## src/rtl/seq_mult.sv

```systemverilog
// Sequential radix-2 shift-add multiplier, signed or unsigned per operation,
// with valid/ready handshakes on both the operand and the product side.
module seq_mult #(
    parameter int unsigned N = 8
) (
    input  logic             clk,
    input  logic             rst,
    input  logic             in_valid,
    output logic             in_ready,
    input  logic [N-1:0]     a,
    input  logic [N-1:0]     b,
    input  logic             sgn,
    output logic             out_valid,
    input  logic             out_ready,
    output logic [2*N-1:0]   p,
    output logic             busy
);

    localparam int unsigned PW = 2 * N;
    localparam int unsigned CW = $clog2(N);

    typedef enum logic [1:0] {
        IDLE = 2'd0,
        CALC = 2'd1,
        DONE = 2'd2
    } state_t;

    state_t         state;
    state_t         state_next;
    logic [CW-1:0]  cnt;
    logic [PW-1:0]  mcand;
    logic [N-1:0]   mplier;
    logic [PW-1:0]  acc;
    logic           neg;

    logic           accept_c;
    logic           last_c;
    logic           a_neg_c;
    logic           b_neg_c;
    logic [N-1:0]   a_mag_c;
    logic [N-1:0]   b_mag_c;
    logic [PW-1:0]  acc_sum_c;

    // Handshake/status flags decode directly from the state register
    assign in_ready  = (state == IDLE);
    assign out_valid = (state == DONE);
    assign busy      = (state == CALC);

    // Operand magnitudes; -2^(N-1) maps to 2^(N-1), which still fits in N unsigned bits
    always_comb begin
        a_neg_c = sgn & a[N-1];
        b_neg_c = sgn & b[N-1];
        a_mag_c = a_neg_c ? N'(-a) : a;
        b_mag_c = b_neg_c ? N'(-b) : b;
    end

    // Per-cycle control terms and the shift-add step
    always_comb begin
        accept_c  = (state == IDLE) && in_valid;
        last_c    = (state == CALC) && (cnt == CW'(N - 1));
        acc_sum_c = acc + (mplier[0] ? mcand : '0);
    end

    // State register
    always_ff @(posedge clk) begin
        if (rst) begin
            state <= IDLE;
        end else begin
            state <= state_next;
        end
    end

    // Next-state logic
    always_comb begin
        state_next = state;
        case (state)
            IDLE:    if (accept_c)  state_next = CALC;
            CALC:    if (last_c)    state_next = DONE;
            DONE:    if (out_ready) state_next = IDLE;
            default:                state_next = IDLE;
        endcase
    end

    // Datapath: capture operands on accept, one multiplier bit per CALC cycle,
    // sign-correct and publish the product on the last CALC cycle
    always_ff @(posedge clk) begin
        if (rst) begin
            cnt    <= '0;
            mcand  <= '0;
            mplier <= '0;
            acc    <= '0;
            neg    <= 1'b0;
            p      <= '0;
        end else if (accept_c) begin
            cnt    <= '0;
            mcand  <= PW'(a_mag_c);
            mplier <= b_mag_c;
            acc    <= '0;
            neg    <= a_neg_c ^ b_neg_c;
        end else if (state == CALC) begin
            cnt    <= cnt + CW'(1);
            mcand  <= mcand << 1;
            mplier <= mplier >> 1;
            acc    <= acc_sum_c;
            if (last_c) begin
                cnt <= '0;
                p   <= neg ? PW'(-acc_sum_c) : acc_sum_c;
            end
        end
    end

endmodule

```

## config.mk

```make
export PLATFORM = sky130hd
export DESIGN_NAME = seq_mult
export DESIGN_NICKNAME = d
export VERILOG_FILES = /design/src/rtl/seq_mult.sv
export SDC_FILE = /design/constraint.sdc
export NUM_CORES = 1
export LEC_CHECK = 0
export CORE_ASPECT_RATIO = 1.75
export CORE_MARGIN = 2
export CORE_UTILIZATION = 45
export DETAILED_ROUTE_END_ITERATION = 7
export PLACE_DENSITY = 0.68
export REMOVE_ABC_BUFFERS = 1
export SYNTH_ARGS = -nofsm -noshare
export SYNTH_HDL_FRONTEND = slang
export SYNTH_SLANG_ARGS = --single-unit
```

## constraint.sdc

```tcl
create_clock -name clk -period 3.3 [get_ports clk]
set_input_delay 0.66 -clock clk [delete_from_list [all_inputs] [get_ports clk]]
set_output_delay 0.66 -clock clk [all_outputs]
set_load 0.01 [all_outputs]
```

==> results.cfg <==
[pwr]
power_leakage_nw = 1.92
power-per-cell-area_nw_per_um2 = 414
irDropWorstVdd_mv = 0.291
power.total_mw = 1.99

[route]
drc_errors = 0
drt-total-wl_mm = 9.15
vias = 3611
via_per_inst = 5.47
antenna_left = 0
drtPass1Iterations = 4
drt-initial-drc-count = 201
wl_per_cell_microns = 13.9

[grt]
grt_usage_pct = 20.0
grt_max_degree = 44
grt_pass1_vias = 3416
globalRouteOverflowTotal = 0
grt_pass1_wl_mm = 15.0
antenna_found_initial = 0

[hold_path]
hold_class = register to register

[setup_path]
critPathRequiredTime_ps = 3530
cp_top_family = compound AO/OA/AOI/OAI gates
rrSetupSlack_ps = 120
path_max_fanout = 5
crit_end = p[15]
rr_startpoint = mcand[0]
cp-startpoint = mcand[0]
end_kind = register
cp.depth = 11
ff2ff_path_depth = 11
critPathLaunchType = register
arrival_ps = 3410
path_class = register to register
slowest_delay_ps = 390
worst-path-buf-inv = 0
cpMaxStageDelayCell = fa_2
regToRegEndpoint = p[15]
path_cells = and2_1 > ha_1 > fa_2 > a211o_4 > a211oi_2 > o21ai_2 > a311oi_2 > xnor2_2 > o41ai_2 > xnor2_1 > a21o_1

[logic_synthesis]
syn_area_per_cell_sq_um = 7.81
ys_warn_count = 0
ys_seq_area_share_pct = 31.2
synthDistinctLibCells = 64
syn-instance-count = 509
ys.flop_type = dfxtp_1
synth-async-reset-ratio_pct = 0
syn_area_sq_um = 3970
synth_edf_count = 0
ys_ff_latch = 62

[timing]
finalSetupTns_ps = 0
finalHoldViolCount = 0
finalMaxSlewViolations = 0
fin_skew_ps = 6.96
period_minus_slack_ps = 3180
min_period_over_period_pct = 96.3
worst_slew_pin_slew_ps = 927
slew_headroom_pct = 38.2
finalSetupViolations = 0
fmaxAchievable_mhz = 315
holdWs_ps = 448

[cts]
root_buffer = clkbuf_16
clock-sinks = 62
cts.clk_slew.worst_paths_ps = 50
clk_latency_ps = 340
tritoncts = built
cts_buffers = 9
cts_setup_buffers = 0
cts_max_level = 3
clock_path_buffers = 2

[placement]
place_congestion = 0.904
post-dp-hpwl_mm = 6.71
numPortBuffers = 39
place_area_sq_um = 4430
dp.cells = 644

[finish]
drive_above_1_share_pct = 9.39
antenna_cells = 0
areaGrowthSynthToFinish_pct = 20.7
nFillCells = 791
final_area_sq_um = 4790
fin_cells = 660
finish.net_count = 580

[flow_run]
max_cap_viol_count = 0

[floorplan]
die_y_microns = 128
initial_core_util_pct = 46.1
design.core.area_sq_um = 8610
die_area_sq_um = 9630
rows = 45
die_w_microns = 75.0
io-pin-count = 40

[run_status]
run_status = completed
## state kept, by name (all words and copies together), names as in the netlist
name    cells
state       2
acc        16
mcand      16
p          16
neg         1
mplier      8
cnt         3
## cell type report
class	instances	area (sq um)	share of cell area [%]
sequential	62	1240	25.9
clock inverter	7	72.6	1.51
timing repair buffer	48	458	9.55
multi-input combinational	406	2610	54.4
tap	117	146	3.05
clock buffer	9	225	4.70
inverter	11	41.3	0.861
## worst min-delay path by stage
| stage | startpoint | endpoint | depth (start not counted) |
|---|---|---|---|
| final | p[8] | p[8] | 2 |
| after floorplan | mcand[15] | mcand[15] | 2 |
| after global placement | p[8] | p[8] | 2 |
| after detailed placement | p[8] | p[8] | 2 |
| after CTS | p[8] | p[8] | 2 |
| after global routing | cnt[1] | cnt[1] | 2 |
## cells in the final DEF, fill, tap and decap left out, drive strengths merged, types with 4 or more instances in the layout
master         instances
nand2                 92
dfxtp                 62
a21oi                 53
nor2                  47
clkdlybuf4s50         39
xor2                  20
ha                    20
and2                  18
a211oi                18
nor3                  15
a311oi                14
xnor2                 13
inv                   11
clkbuf                 9
buf                    9
nand3                  9
a21o                   7
o21ai                  7
nand2b                 6
nor2b                  6
and3                   6
o21a                   5
nor3b                  4
nand3b                 4
nor4                   4
o211ai                 4
clkinv                 4
## what timing repair did
item	4_1_cts	5_1_grt
endpoints found under the setup margin	0	4
hold buffers	0	0
resized for setup	0	8
## worst min-delay path, cell delays in order (launching register included)
cell     delay, ps
dfxtp_1        300
nand2_1         50
a21oi_1         50
## stage by stage
step / util (%) / worst slack [ps]
6_report: 55.7 / 120
5_1_grt: 55.7 / -38.9
2_1_floorplan: - / 45.0
3_3_place_gp: 51.5 / 221
4_1_cts: 54.9 / 182
3_5_place_dp: 51.5 / 193
## cells by family (layout without fill, tap and decap cells)
kind of cell             Yosys count  count (layout)  share of synthesized area, %
AND/OR/NAND/NOR                  218             218                          25.3
buffers and inverters             41              75                          4.66
XOR/XNOR                          33              33                          7.27
flip-flops                        62              62                          31.2
multiplexers                       1               1                         0.252
AO/OA/AOI/OAI                    133             133                          24.5
adder cells (fa/ha/maj)           21              21                          6.80
## per-layer routing
metal / wire length, microns / share of wire (%) / track usage [%]
met5: 0 / 0 / 0
met4: 136 / 1.5 / 7.77
met3: 310 / 3.4 / 4.56
met2: 4890 / 53 / 35.9
met1: 3820 / 42 / 22.0
## synth_stat cells (all sizes together) (4+ instances only)
| library cell | instances | area share (%) |
|---|---|---|
| ha | 20 | 6.3 |
| a21oi | 53 | 6.7 |
| a21o | 7 | 1.4 |
| nor3 | 15 | 1.9 |
| and2 | 18 | 2.8 |
| and3 | 6 | 0.98 |
| dfxtp | 62 | 31 |
| nand3b | 4 | 0.76 |
| nor4 | 4 | 0.63 |
| xnor2 | 13 | 2.9 |
| nand3 | 9 | 1.3 |
| xor2 | 20 | 4.4 |
| clkbuf | 20 | 1.9 |
| nor3b | 4 | 0.76 |
| a311oi | 14 | 3.4 |
| o21ai | 7 | 0.98 |
| nor2 | 47 | 4.4 |
| o21a | 5 | 0.98 |
| o211ai | 4 | 0.88 |
| nor2b | 6 | 0.94 |
| buf | 10 | 1.7 |
| nand2b | 6 | 0.94 |
| a211oi | 18 | 3.5 |
| nand2 | 92 | 8.7 |
| inv | 10 | 0.94 |
## report_power, final
part	internal (mW)	leakage (nW)	switching, mW	total (mW)
sequential	0.774	0.504	0.0183	0.792
combinational	0.106	1.28	0.159	0.264
clock	0.584	0.142	0.346	0.930
Power figures use the tool's default switching activity.
